[config.mk]
export PLATFORM = sky130hd
export DESIGN_NAME = inst_fetch_queue
export DESIGN_NICKNAME = d
export VERILOG_FILES = /design/src/rtl/inst_fetch_queue_pkg.sv /design/src/rtl/inst_fetch_queue_fetch_fifo.sv /design/src/rtl/inst_fetch_queue.sv
export SDC_FILE = /design/constraint.sdc
export NUM_CORES = 1
export LEC_CHECK = 0
export BUFFER_PORTS_ARGS = -buffer_cell sky130_fd_sc_hd__buf_4
export CAP_MARGIN = 15
export CORE_ASPECT_RATIO = 1.2
export CORE_MARGIN = 2
export CORE_UTILIZATION = 62
export CTS_CLUSTER_SIZE = 40
export DETAILED_ROUTE_END_ITERATION = 10
export MAX_ROUTING_LAYER = met4
export PLACE_DENSITY_LB_ADDON = 0.1
export REMOVE_ABC_BUFFERS = 1
export SKIP_LAST_GASP = 1
export SYNTH_ARGS = -nofsm -noshare
export SYNTH_HDL_FRONTEND = slang
export SYNTH_SLANG_ARGS = --single-unit
[constraint.sdc]
create_clock -name clk -period 7.82 [get_ports clk]
set_input_delay 1.564 -clock clk [delete_from_list [all_inputs] [get_ports clk]]
set_output_delay 1.564 -clock clk [all_outputs]
set_load 0.01 [all_outputs]
[src/rtl/inst_fetch_queue_pkg.sv]
// Shared definitions for the instruction fetch front end: bus width, reset PC,
// the NOP fill instruction and the fetch FSM encodings.
package inst_fetch_queue_pkg;

  localparam int DataSize = 32;

  localparam logic [DataSize-1:0] NOP_INST_DEF = 32'h00000013;
  localparam logic [DataSize-1:0] RESET_PC_DEF = 32'h00000000;

  typedef enum logic [1:0] {
    IDLE = 2'd0,
    WAIT = 2'd1,
    DROP = 2'd2
  } fetch_state_e;

endpackage

[src/rtl/inst_fetch_queue_fetch_fifo.sv]
// Show-ahead circular FIFO holding {pc, inst} pairs; head is visible
// combinationally and clear takes priority over push and pop.
module fetch_fifo #(
  parameter int DEPTH = 4,
  parameter int WIDTH = 64
) (
  input  logic                     clk,
  input  logic                     reset,
  input  logic                     clear_i,
  input  logic                     push_i,
  input  logic [WIDTH-1:0]         push_data_i,
  input  logic                     pop_i,
  output logic [$clog2(DEPTH):0]   count_o,
  output logic [WIDTH-1:0]         head_o
);

  localparam int PW = $clog2(DEPTH);
  localparam int CW = PW + 1;

  logic [WIDTH-1:0] mem_q [DEPTH];
  logic [PW-1:0]    wr_ptr_q, wr_ptr_d;
  logic [PW-1:0]    rd_ptr_q, rd_ptr_d;
  logic [CW-1:0]    count_q, count_d;
  logic             push_ok_s, pop_ok_s;

  assign push_ok_s = push_i && (count_q != CW'(DEPTH)) && !clear_i;
  assign pop_ok_s  = pop_i && (count_q != {CW{1'b0}}) && !clear_i;

  // Pointer and occupancy next-state; pointers wrap naturally since DEPTH is a power of two.
  always_comb begin
    wr_ptr_d = wr_ptr_q;
    rd_ptr_d = rd_ptr_q;
    count_d  = count_q;
    if (clear_i) begin
      wr_ptr_d = {PW{1'b0}};
      rd_ptr_d = {PW{1'b0}};
      count_d  = {CW{1'b0}};
    end else begin
      if (push_ok_s) begin
        wr_ptr_d = wr_ptr_q + PW'(1);
      end else begin
        wr_ptr_d = wr_ptr_q;
      end
      if (pop_ok_s) begin
        rd_ptr_d = rd_ptr_q + PW'(1);
      end else begin
        rd_ptr_d = rd_ptr_q;
      end
      case ({push_ok_s, pop_ok_s})
        2'b10:   count_d = count_q + CW'(1);
        2'b01:   count_d = count_q - CW'(1);
        default: count_d = count_q;
      endcase
    end
  end

  // Control registers.
  always_ff @(posedge clk or posedge reset) begin
    if (reset) begin
      wr_ptr_q <= {PW{1'b0}};
      rd_ptr_q <= {PW{1'b0}};
      count_q  <= {CW{1'b0}};
    end else begin
      wr_ptr_q <= wr_ptr_d;
      rd_ptr_q <= rd_ptr_d;
      count_q  <= count_d;
    end
  end

  // Entry storage; contents are only meaningful below count so no reset is needed.
  always_ff @(posedge clk) begin
    if (push_ok_s) begin
      mem_q[wr_ptr_q] <= push_data_i;
    end
  end

  assign count_o = count_q;
  assign head_o  = mem_q[rd_ptr_q];

endmodule

[src/rtl/inst_fetch_queue.sv]
// Fetch front end: issues one outstanding instruction-memory request at a time,
// buffers responses in a show-ahead queue for IF_ID and handles branch redirects.
module inst_fetch_queue
  import inst_fetch_queue_pkg::*;
#(
  parameter int                DATA_W   = DataSize,
  parameter int                DEPTH    = 4,
  parameter logic [DATA_W-1:0] RESET_PC = RESET_PC_DEF,
  parameter logic [DATA_W-1:0] NOP_INST = NOP_INST_DEF
) (
  input  logic              clk,
  input  logic              reset,
  input  logic              flush,
  input  logic [DATA_W-1:0] flushAddr,
  input  logic              locker,
  output logic              memReq,
  output logic [DATA_W-1:0] memAddr,
  input  logic              memGnt,
  input  logic              memValid,
  input  logic [DATA_W-1:0] memData,
  output logic              instValid,
  output logic [DATA_W-1:0] instOut,
  output logic [DATA_W-1:0] pcOut
);

  localparam int CW = $clog2(DEPTH) + 1;

  fetch_state_e      state_q, state_d;
  logic [DATA_W-1:0] fetch_pc_q, fetch_pc_d;
  logic [DATA_W-1:0] req_pc_q, req_pc_d;
  logic [CW-1:0]     count_s;
  logic [CW:0]       occupancy_s;
  logic [2*DATA_W-1:0] head_s;
  logic              room_s, req_s, push_s, pop_s, valid_s;

  // A request reserves a slot, so the in-flight response always fits.
  assign occupancy_s = {1'b0, count_s} + {{CW{1'b0}}, (state_q == WAIT)};
  assign room_s      = occupancy_s < (CW+1)'(DEPTH);
  assign valid_s     = (count_s != {CW{1'b0}});
  assign pop_s       = valid_s && !locker && !flush;

  // Fetch FSM next-state, request and push decode.
  always_comb begin
    state_d    = state_q;
    fetch_pc_d = fetch_pc_q;
    req_pc_d   = req_pc_q;
    req_s      = 1'b0;
    push_s     = 1'b0;
    case (state_q)
      IDLE: begin
        req_s = room_s && !flush && !reset;
        if (flush) begin
          fetch_pc_d = flushAddr;
        end else if (req_s && memGnt) begin
          req_pc_d   = fetch_pc_q;
          fetch_pc_d = fetch_pc_q + DATA_W'(32'd4);
          state_d    = WAIT;
        end else begin
          state_d = IDLE;
        end
      end
      WAIT: begin
        if (flush) begin
          fetch_pc_d = flushAddr;
          state_d    = memValid ? IDLE : DROP;
        end else if (memValid) begin
          push_s  = 1'b1;
          state_d = IDLE;
        end else begin
          state_d = WAIT;
        end
      end
      DROP: begin
        if (flush) begin
          fetch_pc_d = flushAddr;
        end else begin
          fetch_pc_d = fetch_pc_q;
        end
        if (memValid) begin
          state_d = IDLE;
        end else begin
          state_d = DROP;
        end
      end
      default: begin
        state_d = IDLE;
      end
    endcase
  end

  // FSM and fetch address registers.
  always_ff @(posedge clk or posedge reset) begin
    if (reset) begin
      state_q    <= IDLE;
      fetch_pc_q <= RESET_PC;
      req_pc_q   <= {DATA_W{1'b0}};
    end else begin
      state_q    <= state_d;
      fetch_pc_q <= fetch_pc_d;
      req_pc_q   <= req_pc_d;
    end
  end

  fetch_fifo #(
    .DEPTH (DEPTH),
    .WIDTH (2*DATA_W)
  ) u_fifo (
    .clk         (clk),
    .reset       (reset),
    .clear_i     (flush),
    .push_i      (push_s),
    .push_data_i ({req_pc_q, memData}),
    .pop_i       (pop_s),
    .count_o     (count_s),
    .head_o      (head_s)
  );

  assign memReq    = req_s;
  assign memAddr   = fetch_pc_q;
  assign instValid = valid_s;
  assign instOut   = valid_s ? head_s[DATA_W-1:0] : NOP_INST;
  assign pcOut     = valid_s ? head_s[2*DATA_W-1:DATA_W] : {DATA_W{1'b0}};

endmodule

==> reports/metrics.yaml, run 1 <==
final-setup-viol-count: 0
critical_path.most_common_cell: "sky130_fd_sc_hd__buf_4"
crit_required_ns: 6.26
crit_path_start_kind: "flip-flop"
worstPathArrival_ns: 2.83
p_switching_mw: 1.73
clock_path_buffers: 3
post_synth_instance_area_sq_um: 13500
pin_count_of_the_biggest_net_entering_global_routing: 66
internal_power_mw: 3.93
final_min_period_over_clock_period_pct: 56.2
place_ws_ns: 3.73
sw_frac_of_total_pct: 30.6
fmax_mhz: 228
drc: 0
ff_to_ff_setup_slack_ns: 4.80
first_drt_iteration_drcs: 697
grt_first_pass_wirelength_um: 43200
yosysWarningCount: 0
area_growth_syn_to_layout_pct: 19.0
hold_crit_depth: 0
comb_power_share_pct: 29.0
hold_viol_final: 0
proportion_of_synthesized_chip_area_in_sequential_cells_pct: 70.7
share_clk_of_total_power_pct: 27.2
globalplace.congestion: 0.916
path_delay_family: "buffers and inverters"
final_cell_count_no_fill: 1251
cts_tree: "yes"
fin_util_pct: 74.5
worst_hold_path.endpoint: "u_fifo.mem_q[2][43]$_DFFE_PP_"
place_inst: 1195
post-synth-top-area-fraction_pct: 57.1
power_leakage_nw: 5.75
finalClockSkew_ns: 0.0183
slew_headroom_pct: 24.7
dp_hpwl_um: 16300
outcome: "complete, no violations"
io_buffers: 167
timing.rr.start: "state_q[1]$_DFFE_PP0P_"
grt_overall_usage_pct: 25.1
post_cts_resized: 0
postRouteWirelength_um: 27700
powerDensity_nw_per_um2: 354
dominantRegCellSynth: "sky130_fd_sc_hd__edfxtp_1"
detail_route.first_pass.iterations: 5
power.ir.vdd_worst_mv: 0.237
fin_nets: 1034
min_period_ns: 4.40
share_of_post_route_cells_with_drive_strength_above_1_pct: 34.5
starting_density_of_the_core_pct: 62.6
fp.dieW_um: 138
vias: 7665
final_critical_path_setup_slack_ns: 3.42
vias_in_the_first_global_route: 7955
power.share.sequential_pct: 43.8
synth_area_per_cell_sq_um: 17.0
rsz0062_at_grt: "no"
row_count: 59
series_of_cell_instances_along_the_critical_path: "buf_4, buf_16, mux4_2, and2_1, buf_4"
ctsRootBufferMaster: "sky130_fd_sc_hd__clkbuf_16"
synth_edf_count: 256
cp_slowest_cell: "sky130_fd_sc_hd__dfrtp_4"
asyncSetResetFlopFracSynth_pct: 22.2
synth.cells.most_frequent: "sky130_fd_sc_hd__edfxtp_1, sky130_fd_sc_hd__dfrtp_1, sky130_fd_sc_hd__and2_1, sky130_fd_sc_hd__mux4_2, sky130_fd_sc_hd__nor2_1"
synth.ff_latch_count: 329
hold_path.class: "reg2reg"
drv_cap: 0
cts.sinks: 329
timing.final.max_slew_violations: 0
chipHeight_um: 165
antenna-diode-count: 0
postCtsSetupBuffers: 0
netlist.top_cell.by_area: "sky130_fd_sc_hd__edfxtp_1"
timing.critical_path.buf_inv: 3
endpoint_kind: "primary output"
grt_antenna_before_repair: 0
netlist_top_cells_area: "sky130_fd_sc_hd__edfxtp_1, sky130_fd_sc_hd__dfrtp_1, sky130_fd_sc_hd__mux4_2"
cts-buffers-inserted: 30
routed_wire_length_per_instance_um: 22.1
insertion_delay_ns: 0.56
design.core.area_sq_um: 21500
hold_path_startpoint: "req_pc_q[11]$_DFFE_PP0P_"
path_clk_slew_ns: 0.06
final_total_negative_setup_slack_ns: 0
yosys.cell_count.top_type: "sky130_fd_sc_hd__edfxtp_1"
synthCells: 792
crit_fanout: 33
synth.distinct_cells: 57
drt.antenna.violating_nets: 0
grt_overflow: 0
hold_buffers: 0
critical_path.max_stage_delay_ns: 0.57
max_slew.worst_pin.slew_ns: 1.12
cts_max_level: 1
worst-setup-path-type: "reg2out"
die-area_sq_um: 22900
crit-reg2reg-capture: "u_fifo.count_o[2]$_DFFE_PP0P_"
pin_count: 168
worst_r2r_path_depth: 9
drt-vias-per-instance: 6.13
-- per-stage QoR --
step | hold WS (ns) | total power, mW | area (sq um)
6_report | 0.513 | 5.66 | 16000
5_1_grt | 0.537 | 5.93 | 16000
4_1_cts | 0.513 | 5.68 | 16000
3_5_place_dp | 0.498 | 4.14 | 14900
3_3_place_gp | 0.484 | 4.08 | 14900
2_1_floorplan | 0.471 | 3.40 | 13300
-- how the worst max path moves through the flow --
stage	slack [ns]	end	cells past startpoint	from
global route	3.22	pcOut[20]	4	u_fifo.count_o[0]$_DFFE_PP0P_
detailed placement	3.73	pcOut[23]	4	u_fifo.rd_ptr_q[0]$_DFFE_PP0P_
floorplan	2.71	instOut[0]	2	u_fifo.rd_ptr_q[0]$_DFFE_PP0P_
finish	3.42	pcOut[21]	5	u_fifo.rd_ptr_q[0]$_DFFE_PP0P_
global placement	3.73	pcOut[23]	4	u_fifo.rd_ptr_q[0]$_DFFE_PP0P_
CTS	3.13	pcOut[23]	4	u_fifo.rd_ptr_q[0]$_DFFE_PP0P_
-- sequential cells by signal, indices dropped and copies added, names as in the netlist --
register / cells
u_fifo.rd_ptr_q: 2
memAddr: 32
u_fifo.mem_q: 256
req_pc_q: 32
state_q: 2
u_fifo.wr_ptr_q: 2
u_fifo.count_o: 3
-- power by group through the flow --
stage | combinational (mW) | sequential [mW] | clock, mW
after global placement | 1.60 | 2.48 | 0
after CTS | 1.64 | 2.47 | 1.56
final | 1.64 | 2.48 | 1.54
after detailed placement | 1.63 | 2.51 | 0
after global routing | 1.78 | 2.52 | 1.63
after floorplan | 0.902 | 2.49 | 0
-- logic make-up (layout without fill, tap and decap cells) --
kind of cell / Yosys count / in the layout / synth area share (%)
AND/OR/NAND/NOR: 201 / 201 / 8.08
flip-flops: 329 / 329 / 70.7
XOR/XNOR: 5 / 5 / 0.326
AO/OA/AOI/OAI: 93 / 93 / 4.51
adder cells (fa/ha/maj): 10 / 10 / 0.986
multiplexers: 100 / 100 / 13.7
buffers and inverters: 54 / 239 / 1.69
-- cell type report --
cell class / instances / area, sq um
inverters: 11 / 41.3
fillers: 1305 / 5480
clock buffers: 36 / 795
flip-flops and latches: 329 / 9520
well taps: 274 / 343
clock inverters: 19 / 253
multi-input cells: 409 / 3730
repair buffers: 173 / 1320
-- metal layers --
| metal | share of wire (%) | global-route usage [%] |
|---|---|---|
| met1 | 40 | 33.2 |
| met2 | 51 | 41.8 |
| met3 | 6.2 | 3.09 |
| met4 | 2.1 | 7.79 |
| met5 | 0 | - |
-- worst register-to-register path: cells and delay by family, from the launching register on --
family | cells | cell delay, ns
AND/OR/NAND/NOR | 3 | 0.81
AO/OA/AOI/OAI | 3 | 0.98
buffers and inverters | 1 | 0.11
adder cells (fa/ha/maj) | 2 | 0.64
flip-flops | 1 | 0.40
-- placed cells by master (no fill, tap or decap), types with 5 or more instances in the layout --
master,synthesis,layout
sky130_fd_sc_hd__mux4_2,64,64
sky130_fd_sc_hd__nor4_1,8,8
sky130_fd_sc_hd__buf_4,0,172
sky130_fd_sc_hd__ha_1,9,9
sky130_fd_sc_hd__nand4_1,14,14
sky130_fd_sc_hd__clkbuf_1,28,5
sky130_fd_sc_hd__mux2_2,32,32
sky130_fd_sc_hd__nand3_1,8,8
sky130_fd_sc_hd__clkbuf_16,0,31
sky130_fd_sc_hd__inv_1,11,9
sky130_fd_sc_hd__o21ai_0,14,14
sky130_fd_sc_hd__clkinv_2,0,6
sky130_fd_sc_hd__dfrtp_1,73,71
sky130_fd_sc_hd__and2_1,67,63
sky130_fd_sc_hd__or2_2,5,5
sky130_fd_sc_hd__bufinv_16,0,6
sky130_fd_sc_hd__a2bb2oi_1,5,5
sky130_fd_sc_hd__edfxtp_1,256,256
sky130_fd_sc_hd__nor3_1,10,10
sky130_fd_sc_hd__nor2_1,41,39
sky130_fd_sc_hd__a21oi_1,31,31
sky130_fd_sc_hd__nand2_1,31,31
sky130_fd_sc_hd__o22ai_1,8,8
Power figures use the tool's default switching activity.
==> run 2, diff against run 1 <==
CORE_UTILIZATION = 52   (was 62)
clock period = 4 ns   (was 7.82 ns; I/O delays follow)
==> run 2 against run 1 <==
  * First-iteration DRC count down 27%
  * Power is 92% higher
  * Register-to-register slack got worse by 3.5 ns
  * Worst hold slack worse by 0.060 ns
  * Setup slack got worse by 2.8 ns
  * Design area grew 0.59%
==> reports/metrics.yaml, run 2 (synthesis gave the netlist of run 1 again) <==
fin_util_pct: 63.2  # was 74.5%
top_register: "u_fifo.mem_q"  # unchanged
crit_required_ns: 3.20  # was 6.26 ns
grt_overall_usage_pct: 22.1  # was 25.1%
grt_first_pass_wirelength_um: 45200  # was 43200 um
fp.dieW_um: 151  # was 138 um
drt-vias-per-instance: 5.87  # was 6.13
hold_path.class: "in2reg"  # was reg2reg
path_clk_slew_ns: 0.06  # about the same
vias_in_the_first_global_route: 8208  # was 7955
routed_wire_length_per_instance_um: 21.8  # was 22.1 um
whs_ns: 0.453  # was 0.513 ns
dr_wl_met2_um: 14300  # was 14200 um
fmax_mhz: 300
min_period_ns: 3.33
first_drt_iteration_drcs: 508  # was 697
power.ir.vdd_worst_mv: 0.438  # was 0.237 mV
insertion_delay_ns: 0.55  # was 0.56 ns
antenna-diode-count: 0  # unchanged
drt.antenna.violating_nets: 0  # unchanged
final_min_period_over_clock_period_pct: 83.3
cts_max_level: 1  # unchanged
drc: 0  # unchanged
ctsRootBufferMaster: "sky130_fd_sc_hd__clkbuf_16"  # unchanged
postRouteWirelength_um: 28800  # was 27700 um
post_cts_resized: 0  # unchanged
grt_antenna_before_repair: 0  # unchanged
power_leakage_nw: 5.77  # was 5.75 nW
final-setup-viol-count: 0  # unchanged
design.core.area_sq_um: 25500  # was 21500 sq um
area_growth_syn_to_layout_pct: 19.7  # was 19.0%
wl_met1_um: 12000  # was 11100 um
worst_r2r_path_depth: 10  # was 9
report.power.total_mw: 10.9  # was 5.66 mW
share_of_post_route_cells_with_drive_strength_above_1_pct: 35.3  # was 34.5%
detail_route.first_pass.iterations: 5  # unchanged
dp_hpwl_um: 17700  # was 16300 um
drv_cap: 0  # unchanged
max_ffs_per_register: 256  # unchanged
final_total_negative_setup_slack_ns: 0  # unchanged
routed.top_layer: "met4"  # unchanged
finalClockSkew_ns: 0.0162  # was 0.0183 ns
cts_tree: "yes"  # unchanged
starting_density_of_the_core_pct: 52.8  # was 62.6%
place_ws_ns: 1.18  # was 3.73 ns
chipHeight_um: 180  # was 165 um
powerDensity_nw_per_um2: 675  # was 354 nW/um^2
outcome: "complete, no violations"  # unchanged
hold_crit_depth: 1  # was 0
cts-buffers-inserted: 31  # was 30
fin_nets: 1048  # was 1034
grt_overflow: 0  # unchanged
hold_viol_final: 0  # unchanged
row_count: 64  # was 59
die-area_sq_um: 27200  # was 22900 sq um
commonest_cells_after_routing_fill_and_taps_aside: "sky130_fd_sc_hd__edfxtp_1, sky130_fd_sc_hd__buf_4, sky130_fd_sc_hd__dfrtp_1"  # unchanged
pin_count_of_the_biggest_net_entering_global_routing: 63  # was 66
rsz0062_at_grt: "no"  # unchanged
vias: 7761  # was 7665
endpoint_kind: "primary output"  # unchanged
crit_fanout: 20  # was 33
final_critical_path_setup_slack_ns: 0.670  # was 3.42 ns
hold_buffers: 0  # unchanged
crit_path_start_kind: "flip-flop"  # unchanged
slew_headroom_pct: 24.8  # was 24.7%
pin_count: 168  # unchanged
postCtsSetupBuffers: 0  # unchanged
clock_path_buffers: 3  # unchanged
worstPathArrival_ns: 2.53  # was 2.83 ns
timing.final.max_slew_violations: 0  # unchanged
cts.sinks: 329  # unchanged
max_slew.worst_pin.slew_ns: 1.13  # was 1.12 ns
layout.cells.most_common: "sky130_fd_sc_hd__edfxtp_1"  # unchanged
io_buffers: 167  # unchanged
worst-setup-path-type: "reg2out"  # unchanged
wl_met3_um: 1700  # was 1720 um
globalplace.congestion: 0.856  # was 0.916
[run 2: path summary, 6_finish.rpt]
kind                                                     start                             to  slack, ns
min in group asynchronous                                reset        memAddr[20]$_DFFE_PP0P_       0.48
worst max register to register          state_q[1]$_DFFE_PP0P_  u_fifo.count_o[2]$_DFFE_PP0P_       1.32
max in group asynchronous                                reset        req_pc_q[2]$_DFFE_PP0P_       2.67
worst min register to register         req_pc_q[2]$_DFFE_PP0P_  u_fifo.mem_q[3][34]$_DFFE_PP_       0.51
worst min-delay path                               memData[14]  u_fifo.mem_q[0][14]$_DFFE_PP_       0.45
worst max-delay path            u_fifo.rd_ptr_q[0]$_DFFE_PP0P_                      pcOut[21]       0.67
[run 2: critical path, stage by stage (launching register included)]
cell and delay [ns]:
sky130_fd_sc_hd__dfrtp_4 0.71, sky130_fd_sc_hd__buf_4 0.39, sky130_fd_sc_hd__mux4_2 0.54, sky130_fd_sc_hd__and2_1 0.19, sky130_fd_sc_hd__buf_4 0.15
[run 2: where the power goes]
group	total (mW)	switching [mW]	internal (mW)
clock network	2.76	1.21	1.54
logic	3.24	1.61	1.62
registers	4.87	0.606	4.26
[run 2: stage by stage]
step / area, sq um / cells
4_1_cts: 16100 / 1322
5_1_grt: 16100 / 1322
3_5_place_dp: 15100 / 1265
6_report: 16100 / 1322
2_1_floorplan: 13300 / 749
3_3_place_gp: 15100 / 1265
[run 2: final cells by class]
cell class	instances	area [sq um]
clock buffer	34	787
fill	1913	9370
sequential	329	9520
multi-input combinational	409	3730
inverter	11	42.5
clock inverter	23	166
tap	330	413
timing repair buffer	186	1430
[run 2: layer usage]
layer  up-vias  track usage (%)
met4         0             6.99
li1       3453                -
met5         -                -
met3        57             2.89
met1      3957             29.3
met2       294             35.8
